===== config.mk =====
export PLATFORM = sky130hd
export DESIGN_NAME = cdr_phase_controller_flat
export DESIGN_NICKNAME = d
export VERILOG_FILES = /design/src/rtl/cdr_phase_controller_pkg.sv /design/src/rtl/cdr_phase_controller_if.sv /design/src/rtl/cdr_vote_integrator.sv /design/src/rtl/cdr_phase_controller.sv /design/src/flat_wrapper.sv
export SDC_FILE = /design/constraint.sdc
export NUM_CORES = 1
export LEC_CHECK = 0
export BUFFER_PORTS_ARGS = -buffer_cell sky130_fd_sc_hd__buf_2
export CORE_MARGIN = 1
export CORE_UTILIZATION = 50
export DETAILED_ROUTE_END_ITERATION = 10
export PLACE_DENSITY = 0.68
export SETUP_SLACK_MARGIN = 0.05
export SYNTH_ARGS = -nofsm -noshare
export SYNTH_HDL_FRONTEND = slang
export SYNTH_SLANG_ARGS = --single-unit

===== constraint.sdc =====
create_clock -name clk_in -period 8.3 [get_ports clk_in]
set_input_delay 1.66 -clock clk_in [delete_from_list [all_inputs] [get_ports clk_in]]
set_output_delay 1.66 -clock clk_in [all_outputs]
set_load 0.05 [all_outputs]

===== src/rtl/cdr_phase_controller_pkg.sv =====
// Shared types and default sizing for the CDR loop blocks (controller,
// phase detector, phase mux).
package cdr_pkg;

  typedef enum logic {
    ST_ACQUIRE = 1'b0,
    ST_TRACK   = 1'b1
  } cdr_state_t;

  typedef enum logic [1:0] {
    VOTE_NONE = 2'd0,
    VOTE_UP   = 2'd1,
    VOTE_DN   = 2'd2
  } vote_t;

  localparam int DEF_NUM_PHASES = 4;
  localparam int DEF_PHASE_W    = 2;
  localparam int DEF_ACC_W      = 5;
  localparam int DEF_ACQ_THRESH = 2;
  localparam int DEF_TRK_THRESH = 8;
  localparam int DEF_LOCK_COUNT = 16;
  localparam int DEF_HOLDOFF    = 3;

  // Conflicting or absent votes carry no information.
  function automatic vote_t decode_vote(input logic early, input logic late);
    if (late && !early)      return VOTE_UP;
    else if (early && !late) return VOTE_DN;
    else                     return VOTE_NONE;
  endfunction

endpackage


===== src/rtl/cdr_phase_controller_if.sv =====
// Phase-detector / sequencer side of the CDR controller, plus its phase outputs.
interface cdr_phase_controller_if #(
  parameter int PHASE_W = 2
);
  logic               early;
  logic               late;
  logic               freeze;
  logic [PHASE_W-1:0] phase_sel;
  logic               phase_step;
  logic               step_dir;
  logic               locked;

  modport master (
    output early, late, freeze,
    input  phase_sel, phase_step, step_dir, locked
  );

  modport slave (
    input  early, late, freeze,
    output phase_sel, phase_step, step_dir, locked
  );
endinterface


===== src/rtl/cdr_vote_integrator.sv =====
// Saturating signed early/late accumulator with symmetric threshold compare.
module cdr_vote_integrator
  import cdr_pkg::*;
#(
  parameter int ACC_W = DEF_ACC_W
) (
  input  logic             clk_in,
  input  logic             rst,
  input  vote_t            vote,
  input  logic             clear,
  input  logic [ACC_W-1:0] threshold,
  output logic             step_up,
  output logic             step_dn
);

  localparam logic signed [ACC_W-1:0] ACC_MAX = {1'b0, {(ACC_W-1){1'b1}}};
  localparam logic signed [ACC_W-1:0] ACC_MIN = {1'b1, {(ACC_W-1){1'b0}}};
  localparam logic signed [ACC_W-1:0] ACC_ONE = ACC_W'(1);

  logic signed [ACC_W-1:0] acc_q;
  logic signed [ACC_W-1:0] acc_next;
  logic signed [ACC_W-1:0] thr_pos;
  logic signed [ACC_W-1:0] thr_neg;

  always_comb begin
    thr_pos  = $signed(threshold);
    thr_neg  = -thr_pos;
    acc_next = acc_q;
    case (vote)
      VOTE_UP: if (acc_q != ACC_MAX) acc_next = acc_q + ACC_ONE;
      VOTE_DN: if (acc_q != ACC_MIN) acc_next = acc_q - ACC_ONE;
      default: acc_next = acc_q;
    endcase
    step_up = (acc_next >= thr_pos);
    step_dn = (acc_next <= thr_neg);
  end

  always_ff @(posedge clk_in or negedge rst) begin
    if (!rst)                          acc_q <= '0;
    else if (clear || step_up || step_dn) acc_q <= '0;
    else                               acc_q <= acc_next;
  end

endmodule


===== src/rtl/cdr_phase_controller.sv =====
// Bang-bang CDR loop controller: gain-mode FSM, post-step holdoff, lock
// detection and the wrapped phase-select counter.
module cdr_phase_controller
  import cdr_pkg::*;
#(
  parameter int NUM_PHASES = DEF_NUM_PHASES,
  parameter int PHASE_W    = DEF_PHASE_W,
  parameter int ACC_W      = DEF_ACC_W,
  parameter int ACQ_THRESH = DEF_ACQ_THRESH,
  parameter int TRK_THRESH = DEF_TRK_THRESH,
  parameter int LOCK_COUNT = DEF_LOCK_COUNT,
  parameter int HOLDOFF    = DEF_HOLDOFF
) (
  input logic               clk_in,
  input logic               rst,
  cdr_phase_controller_if.slave ctl
);

  localparam int HO_W = (HOLDOFF > 0) ? $clog2(HOLDOFF + 1) : 1;
  localparam int QC_W = $clog2(LOCK_COUNT + 1);
  localparam logic [PHASE_W-1:0] PH_LAST = PHASE_W'(NUM_PHASES - 1);

  cdr_state_t         state_q, state_d;
  logic [PHASE_W-1:0] phase_q, phase_d;
  logic               phase_step_q;
  logic               step_dir_q, step_dir_d;
  logic               last_valid_q;
  logic [HO_W-1:0]    holdoff_q, holdoff_d;
  logic [QC_W-1:0]    quiet_q, quiet_d;
  vote_t              vote_g;
  logic [ACC_W-1:0]   thresh;
  logic               step_up, step_dn, step, acc_clear;

  always_comb begin
    vote_g = decode_vote(ctl.early, ctl.late);
    if (ctl.freeze || (holdoff_q != '0)) vote_g = VOTE_NONE;
    thresh = (state_q == ST_TRACK) ? ACC_W'(TRK_THRESH) : ACC_W'(ACQ_THRESH);
  end

  cdr_vote_integrator #(
    .ACC_W (ACC_W)
  ) u_integrator (
    .clk_in    (clk_in),
    .rst       (rst),
    .vote      (vote_g),
    .clear     (acc_clear),
    .threshold (thresh),
    .step_up   (step_up),
    .step_dn   (step_dn)
  );

  always_comb begin
    step       = step_up | step_dn;
    phase_d    = phase_q;
    step_dir_d = step_dir_q;
    holdoff_d  = holdoff_q;
    quiet_d    = quiet_q;
    state_d    = state_q;
    acc_clear  = 1'b0;

    if (holdoff_q != '0) holdoff_d = holdoff_q - HO_W'(1);

    if (step_up) begin
      phase_d    = (phase_q == PH_LAST) ? '0 : phase_q + PHASE_W'(1);
      step_dir_d = 1'b1;
    end else if (step_dn) begin
      phase_d    = (phase_q == '0) ? PH_LAST : phase_q - PHASE_W'(1);
      step_dir_d = 1'b0;
    end

    if (step) begin
      holdoff_d = HO_W'(HOLDOFF);
      quiet_d   = '0;
    end else if (!ctl.freeze && (quiet_q < QC_W'(LOCK_COUNT))) begin
      quiet_d = quiet_q + QC_W'(1);
    end

    // Every mode switch clears acc so a stale count never meets the new threshold.
    case (state_q)
      ST_ACQUIRE: begin
        if (!step && !ctl.freeze && (quiet_d == QC_W'(LOCK_COUNT))) begin
          state_d   = ST_TRACK;
          acc_clear = 1'b1;
        end
      end
      ST_TRACK: begin
        if (step && last_valid_q && (step_dir_d == step_dir_q) &&
            (quiet_q < QC_W'(LOCK_COUNT))) begin
          state_d   = ST_ACQUIRE;
          acc_clear = 1'b1;
        end
      end
      default: state_d = ST_ACQUIRE;
    endcase
  end

  always_ff @(posedge clk_in or negedge rst) begin
    if (!rst) begin
      state_q      <= ST_ACQUIRE;
      phase_q      <= '0;
      phase_step_q <= 1'b0;
      step_dir_q   <= 1'b0;
      last_valid_q <= 1'b0;
      holdoff_q    <= '0;
      quiet_q      <= '0;
    end else begin
      state_q      <= state_d;
      phase_q      <= phase_d;
      phase_step_q <= step;
      step_dir_q   <= step_dir_d;
      last_valid_q <= last_valid_q | step;
      holdoff_q    <= holdoff_d;
      quiet_q      <= quiet_d;
    end
  end

  assign ctl.phase_sel  = phase_q;
  assign ctl.phase_step = phase_step_q;
  assign ctl.step_dir   = step_dir_q;
  assign ctl.locked     = (state_q == ST_TRACK);

endmodule


===== src/flat_wrapper.sv =====
// flat-port wrapper written by rule: the top's interface ports become plain ports
module cdr_phase_controller_flat import cdr_pkg::*;
#(
  parameter int NUM_PHASES = DEF_NUM_PHASES,
  parameter int PHASE_W    = DEF_PHASE_W,
  parameter int ACC_W      = DEF_ACC_W,
  parameter int ACQ_THRESH = DEF_ACQ_THRESH,
  parameter int TRK_THRESH = DEF_TRK_THRESH,
  parameter int LOCK_COUNT = DEF_LOCK_COUNT,
  parameter int HOLDOFF    = DEF_HOLDOFF
)
  (clk_in, rst, ctl_early, ctl_late, ctl_freeze, ctl_phase_sel, ctl_phase_step, ctl_step_dir, ctl_locked);
  cdr_phase_controller_if #(.PHASE_W(PHASE_W)) ctl_i ();
  input logic clk_in;
  input logic rst;
  input wire logic [$bits(ctl_i.early)-1:0] ctl_early;
  input wire logic [$bits(ctl_i.late)-1:0] ctl_late;
  input wire logic [$bits(ctl_i.freeze)-1:0] ctl_freeze;
  output wire logic [$bits(ctl_i.phase_sel)-1:0] ctl_phase_sel;
  output wire logic [$bits(ctl_i.phase_step)-1:0] ctl_phase_step;
  output wire logic [$bits(ctl_i.step_dir)-1:0] ctl_step_dir;
  output wire logic [$bits(ctl_i.locked)-1:0] ctl_locked;
  assign ctl_i.early = ctl_early;
  assign ctl_i.late = ctl_late;
  assign ctl_i.freeze = ctl_freeze;
  assign ctl_phase_sel = ctl_i.phase_sel;
  assign ctl_phase_step = ctl_i.phase_step;
  assign ctl_step_dir = ctl_i.step_dir;
  assign ctl_locked = ctl_i.locked;
  cdr_phase_controller #(.NUM_PHASES(NUM_PHASES), .PHASE_W(PHASE_W), .ACC_W(ACC_W), .ACQ_THRESH(ACQ_THRESH), .TRK_THRESH(TRK_THRESH), .LOCK_COUNT(LOCK_COUNT), .HOLDOFF(HOLDOFF)) u_core (.clk_in(clk_in), .rst(rst), .ctl(ctl_i));
endmodule

---- Word level (Yosys, flattened, before mapping) ----
Index checks and enable logic that the tools add are counted.
cells by class
  bitwise operators ....................... 3
  mux-type cells .......................... 23
  reduce and logical (&&, ||, !) cells .... 19
  equal/unequal tests ..................... 7
  add/sub/neg operators ................... 7
  magnitude comparators ................... 3
operators by type and width
  cell                                                  number
  2-to-1 mux 5 bit                                      5
  2-to-1 mux 2 bit                                      9
  inequality test 5 bit (second input constant)         2
  case mux 5 bit (2 select lines)                       1
  logical AND 1 bit                                     8
  nonzero test 2 bit                                    3
  adder 5 x 1 -> 5 bit (second input constant)          1
  adder 5 x 2 -> 5 bit (second input constant)          1
  equality test 5 bit (second input constant)           1
  greater-or-equal comparator 5 bit                     1
  less-or-equal comparator 5 bit                        1
  less-than comparator 5 bit (second input constant)    1
  2-to-1 mux 1 bit                                      5
  negation 5 bit                                        1
  subtractor 5 x 2 -> 5 bit (second input constant)     1
  equality test 2 bit (second input constant)           2
  logical NOT 1 bit                                     4
  2-to-1 mux 4 bit                                      1
  case mux 1 bit (2 select lines)                       2
  subtractor 2 x 1 -> 2 bit (second input constant)     2
  logical OR 1 bit                                      3
  adder 2 x 1 -> 2 bit (second input constant)          1
  equality test 2 x 1 -> 1 bit (second input constant)  1
  logical NOT 2 bit                                     1
  3 further kinds                                       4
storage, ports and cells
  input port bits ......................... 5
  word-level logic and storage cells ...... 70
  bits in registers ....................... 18
  output and inout port bits .............. 5

---- Logic depth before layout (Yosys ltp) ----
  depth after elaboration ................. 18
  depth in mapped cells ................... 18

---- By module ----
A second synthesis with hierarchy kept.
second synthesis, totals
  cell total of the unflattened synthesis .. 171
  area, all modules ....................... 1,525.2 um2
by module, submodules not included
  module                instances  area each (um2)  cells each
  cdr_vote_integrator   1          793.3            97
  cdr_phase_controller  1          732.0            74

---- Worst setup path before layout ----
No wires, ideal clock.
  path kind ............................... input-to-reg
  start ................................... input ctl_freeze
  end ..................................... register u_core.phase_q[0] (netlist: u_core.ctl.phase_sel[0])
  setup time .............................. 0.121 ns
  stages .................................. 15
  arrival time ............................ 4.366 ns
  path slack .............................. 3.813 ns
  cells stage by stage .................... nor2b_1 -> and3b_1 -> inv_1 -> ha_1 -> buf_2 -> or3b_1 -> o32a_1 -> o21ai_0 -> ha_1 -> o21a_1 -> o22ai_1 -> a31oi_4 -> a21o_4 -> o21a_1 -> o22a_1
on the way
  cells in the longest elaborated chain, start to end .. 6
RTL lines
  element                                                                              line                                                  text
  from (decl)                                                                          flat_wrapper.sv:18                                    input wire logic [$bits(ctl_i.freeze)-1:0] ctl_freeze;
  logical OR 1 bit (*)                                                                 cdr_phase_controller.sv:36                            if (ctl.freeze || (holdoff_q != '0)) vote_g = VOTE_NONE;
  2-to-1 mux 2 bit (*)                                                                 cdr_phase_controller.sv:36
  equality test 2 bit or equality test 2 x 1 -> 1 bit (tied branches)                  cdr_vote_integrator.sv:29                             case (vote)
  case mux 5 bit (2 select lines) (*)                                                  cdr_vote_integrator.sv:29
  greater-or-equal comparator 5 bit or less-or-equal comparator 5 bit (tied branches)  cdr_vote_integrator.sv:34, cdr_vote_integrator.sv:35
  2-to-1 mux 2 bit or nonzero test 2 bit (tied branches)                               n/a
  to (signal assigned)                                                                 cdr_phase_controller.sv:108                           phase_q <= phase_d;
  to (decl)                                                                            cdr_phase_controller.sv:24                            logic [PHASE_W-1:0] phase_q, phase_d;
Mark *: on every way between the ends. The rest lies on a longest branch, timed or not.
A chain may end at the register's enable or synchronous reset.

---- Final worst setup path ----
Ends and elaborated chain as after synthesis.

==> flow_metrics.env <==
export IMPL_outcome="finished, final reports clean"
export IMPL_synth_top_family_by_area="compound AO/OA/AOI/OAI gates"
export IMPL_fin_cells=190
export IMPL_rows=19
export IMPL_synth_xor_area_share=0.03062
export IMPL_synthMuxAreaShare=0.02975
export IMPL_post_route_period_util=0.5619
export IMPL_path_class="in2reg"
export IMPL_gr_usage_met2=0.3305
export IMPL_port_buffer_count=9
export IMPL_cts_max_path_buffers=2
export IMPL_antenna_left=0
export IMPL_synth_ff_type="dfrtp_1"
export IMPL_pwr_density_cell_nw_per_um2=257.0
export IMPL_grt_max_degree=19
export IMPL_syn_area_per_cell_sq_um=9.471
export IMPL_wirelength_microns=2843
export IMPL_rsz0062_at_grt="false"
export IMPL_setup_violations=0
export IMPL_slew_violations=0
export IMPL_pin_count=10
export IMPL_finalNetCount=178
export IMPL_clk_pin_slew_ps=100
export IMPL_synth_seq_cells=18
export IMPL_via_per_inst=5.995
export IMPL_slew_headroom=0.5690
export IMPL_p_leak_nw=0.6959
export IMPL_cts_root_buf="clkbuf_4"
export IMPL_htree_levels=1
export IMPL_track_usage=0.2035
export IMPL_stdcell_area_sq_um=1520
export IMPL_max_clock_freq_mhz=214.4
export IMPL_holdCritPathClass="reg2reg"
export IMPL_met1_usage=0.2859
export IMPL_die_w_microns=55.48
export IMPL_syn_inst=151
export IMPL_cp_required_ps=8490
export IMPL_cts_setup_buffers=0
export IMPL_cp_arrival_ps=4860
export IMPL_grt_pass1_wl_microns=5016
export IMPL_hold_viol=0
export IMPL_dp_hpwl_microns=2163
export IMPL_post_route_cells_drive_above_1_share=0.1635
export IMPL_synth_area_sq_um=1430
export IMPL_ir_drop_mv=0.2306
export IMPL_dr_pass1_iters=4
export IMPL_cts_buffers=3
export IMPL_synth_edf_count=0
export IMPL_synth_compound_area_frac=0.2283
export IMPL_end_kind="flip-flop"
export IMPL_grt_overflow_total=0
export IMPL_diodes=0
export IMPL_final_cell_mix="inv_1 (18), dfrtp_1 (18), ha_1 (13)"
export IMPL_core_area_sq_um=2734
export IMPL_first_iter_violations=30
export IMPL_antenna_found_initial=0
export IMPL_die_area_sq_um=3078
export IMPL_cts_tree="yes"
export IMPL_ys_async_sr_fraction=1.000
export IMPL_postPlaceCellArea_sq_um=1484
export IMPL_gr_usage_met3=0.02576
export IMPL_ys_seq_area_frac=0.3150
export IMPL_synthAdderAreaFrac=0.1137
export IMPL_synth_cell_types=56
export IMPL_start_util=0.5231
export IMPL_top_usage_layer="met2"
export IMPL_skew_ps=1.677
export IMPL_drv_cap=0
export IMPL_worst_slew_pin_slew_ps=646.5
export IMPL_period_needed_ps=4664
export IMPL_start_kind="input pin"
export IMPL_placedCellCount=186
export IMPL_cts_sinks=18
export IMPL_cts_resized_gates=0
export IMPL_area_delta_synth_final_pct=6.299
export IMPL_setup_tns_ps=0
export IMPL_drc=0
export IMPL_avgRoutedWirePerCell_microns=14.96
export IMPL_ys_warn_count=0
export IMPL_grt_pass1_vias=1123
export IMPL_via_count=1139
export IMPL_gp_congestion=0.9358
export IMPL_holdBufCountCts=0
export IMPL_clk_latency_ps=300
export IMPL_fp_dieH_microns=55.48
export IMPL_crit_path_max_fanout=10
export IMPL_synth_simple_area_share=0.2143
export IMPL_syn_nets=169
[kinds of logic after synthesis]
family                     Yosys count
and+or+nand+nor                     50
DFF                                 18
muxes                                4
buffers and inverters               23
adders and majority gates           13
xor gates and xnor gates             5
AOI/OAI and AO/OA                   38
[per-layer routing]
| metal | part of all wire | routed length [microns] | up-vias |
|---|---|---|---|
| li1 | - | - | 567 |
| met1 | 0.49 | 1384 | 544 |
| met2 | 0.47 | 1327 | 23 |
| met3 | 0.033 | 95 | 5 |
| met4 | 0.012 | 35 | 0 |
| met5 | 0 | 0 | - |
[power by group]
group          total (mW)  internal (mW)  switching, mW
Clock              0.0543         0.0268         0.0275
Sequential          0.138          0.113         0.0246
Combinational       0.199         0.0816          0.117
[area by class of cell]
type,count,area [sq um]
clock buffers,4,36.28
fillers,258,1214
inverters,18,67.56
multi-input cells,110,882.1
flip-flops and latches,18,450.4
well taps,31,38.79
repair buffers,9,45.04
[worst max-delay path, stage by stage]
cell,delay (ps)
buf_2,130
nor2b_1,140
and3b_1,220
inv_1,50
ha_1,390
a21oi_1,360
nand2_1,110
a22o_1,220
inv_1,90
ha_1,270
nor2b_1,160
nor2b_1,180
o311ai_4,540
o21ai_1,110
o22a_1,210
[metrics by stage]
| stage | power (mW) | worst slack [ps] | hold WS (ps) | utilization |
|---|---|---|---|---|
| floorplan | 0.2988 | 3813 | 439.1 | - |
| global placement | 0.3311 | 3439 | 455.0 | 0.5428 |
| detailed placement | 0.3384 | 3381 | 458.9 | 0.5428 |
| CTS | 0.3934 | 3685 | 486.3 | 0.5561 |
| global route | 0.4236 | 3366 | 516.6 | 0.5561 |
| finish | 0.3907 | 3636 | 486.4 | 0.5561 |
[final timing paths]
check	start	to	slack, ps	cells after the start
max reg2reg	u_core.holdoff_q[0]	u_core.ctl.phase_sel[0]	4410	16
min	u_core.last_valid_q	u_core.last_valid_q	490	1
min in group asynchronous	rst	u_core.u_integrator.acc_q[4]	1270	1
max	ctl_freeze	u_core.ctl.phase_sel[0]	3640	15
min reg2reg	u_core.last_valid_q	u_core.last_valid_q	490	1
max in group asynchronous	rst	u_core.last_valid_q	6750	1
[Yosys cell counts, drive strengths merged, types with 2 or more instances]
| master | number | area (sq um) |
|---|---|---|
| nor2 | 6 | 22.52 |
| ha | 13 | 162.7 |
| nor2b | 6 | 37.54 |
| inv | 18 | 67.56 |
| nand2 | 11 | 43.80 |
| and3b | 2 | 17.52 |
| nand3 | 6 | 42.54 |
| and4 | 2 | 20.02 |
| a21oi | 10 | 53.80 |
| xnor2 | 3 | 26.28 |
| mux2 | 2 | 22.52 |
| or3 | 3 | 18.77 |
| and3 | 2 | 12.51 |
| mux2i | 2 | 20.02 |
| a21o | 2 | 22.52 |
| dfrtp | 18 | 450.4 |
| buf | 4 | 26.27 |
| o31ai | 2 | 15.01 |
| o21ai | 3 | 15.01 |
| o22ai | 3 | 18.77 |
| a31oi | 2 | 27.53 |
| o21a | 2 | 15.01 |
| xor2 | 2 | 17.52 |
| o32ai | 2 | 25.03 |
| nand2b | 3 | 18.77 |
[registers in the layout, indices dropped and copies added (netlist names)]
| signal | cells |
|---|---|
| u_core.ctl.phase_sel | 2 |
| u_core.ctl.phase_step | 1 |
| u_core.last_valid_q | 1 |
| u_core.u_integrator.acc_q | 5 |
| u_core.holdoff_q | 2 |
| u_core.quiet_q | 5 |
| u_core.ctl.locked | 1 |
| u_core.ctl.step_dir | 1 |
Power figures use the tool's default switching activity.
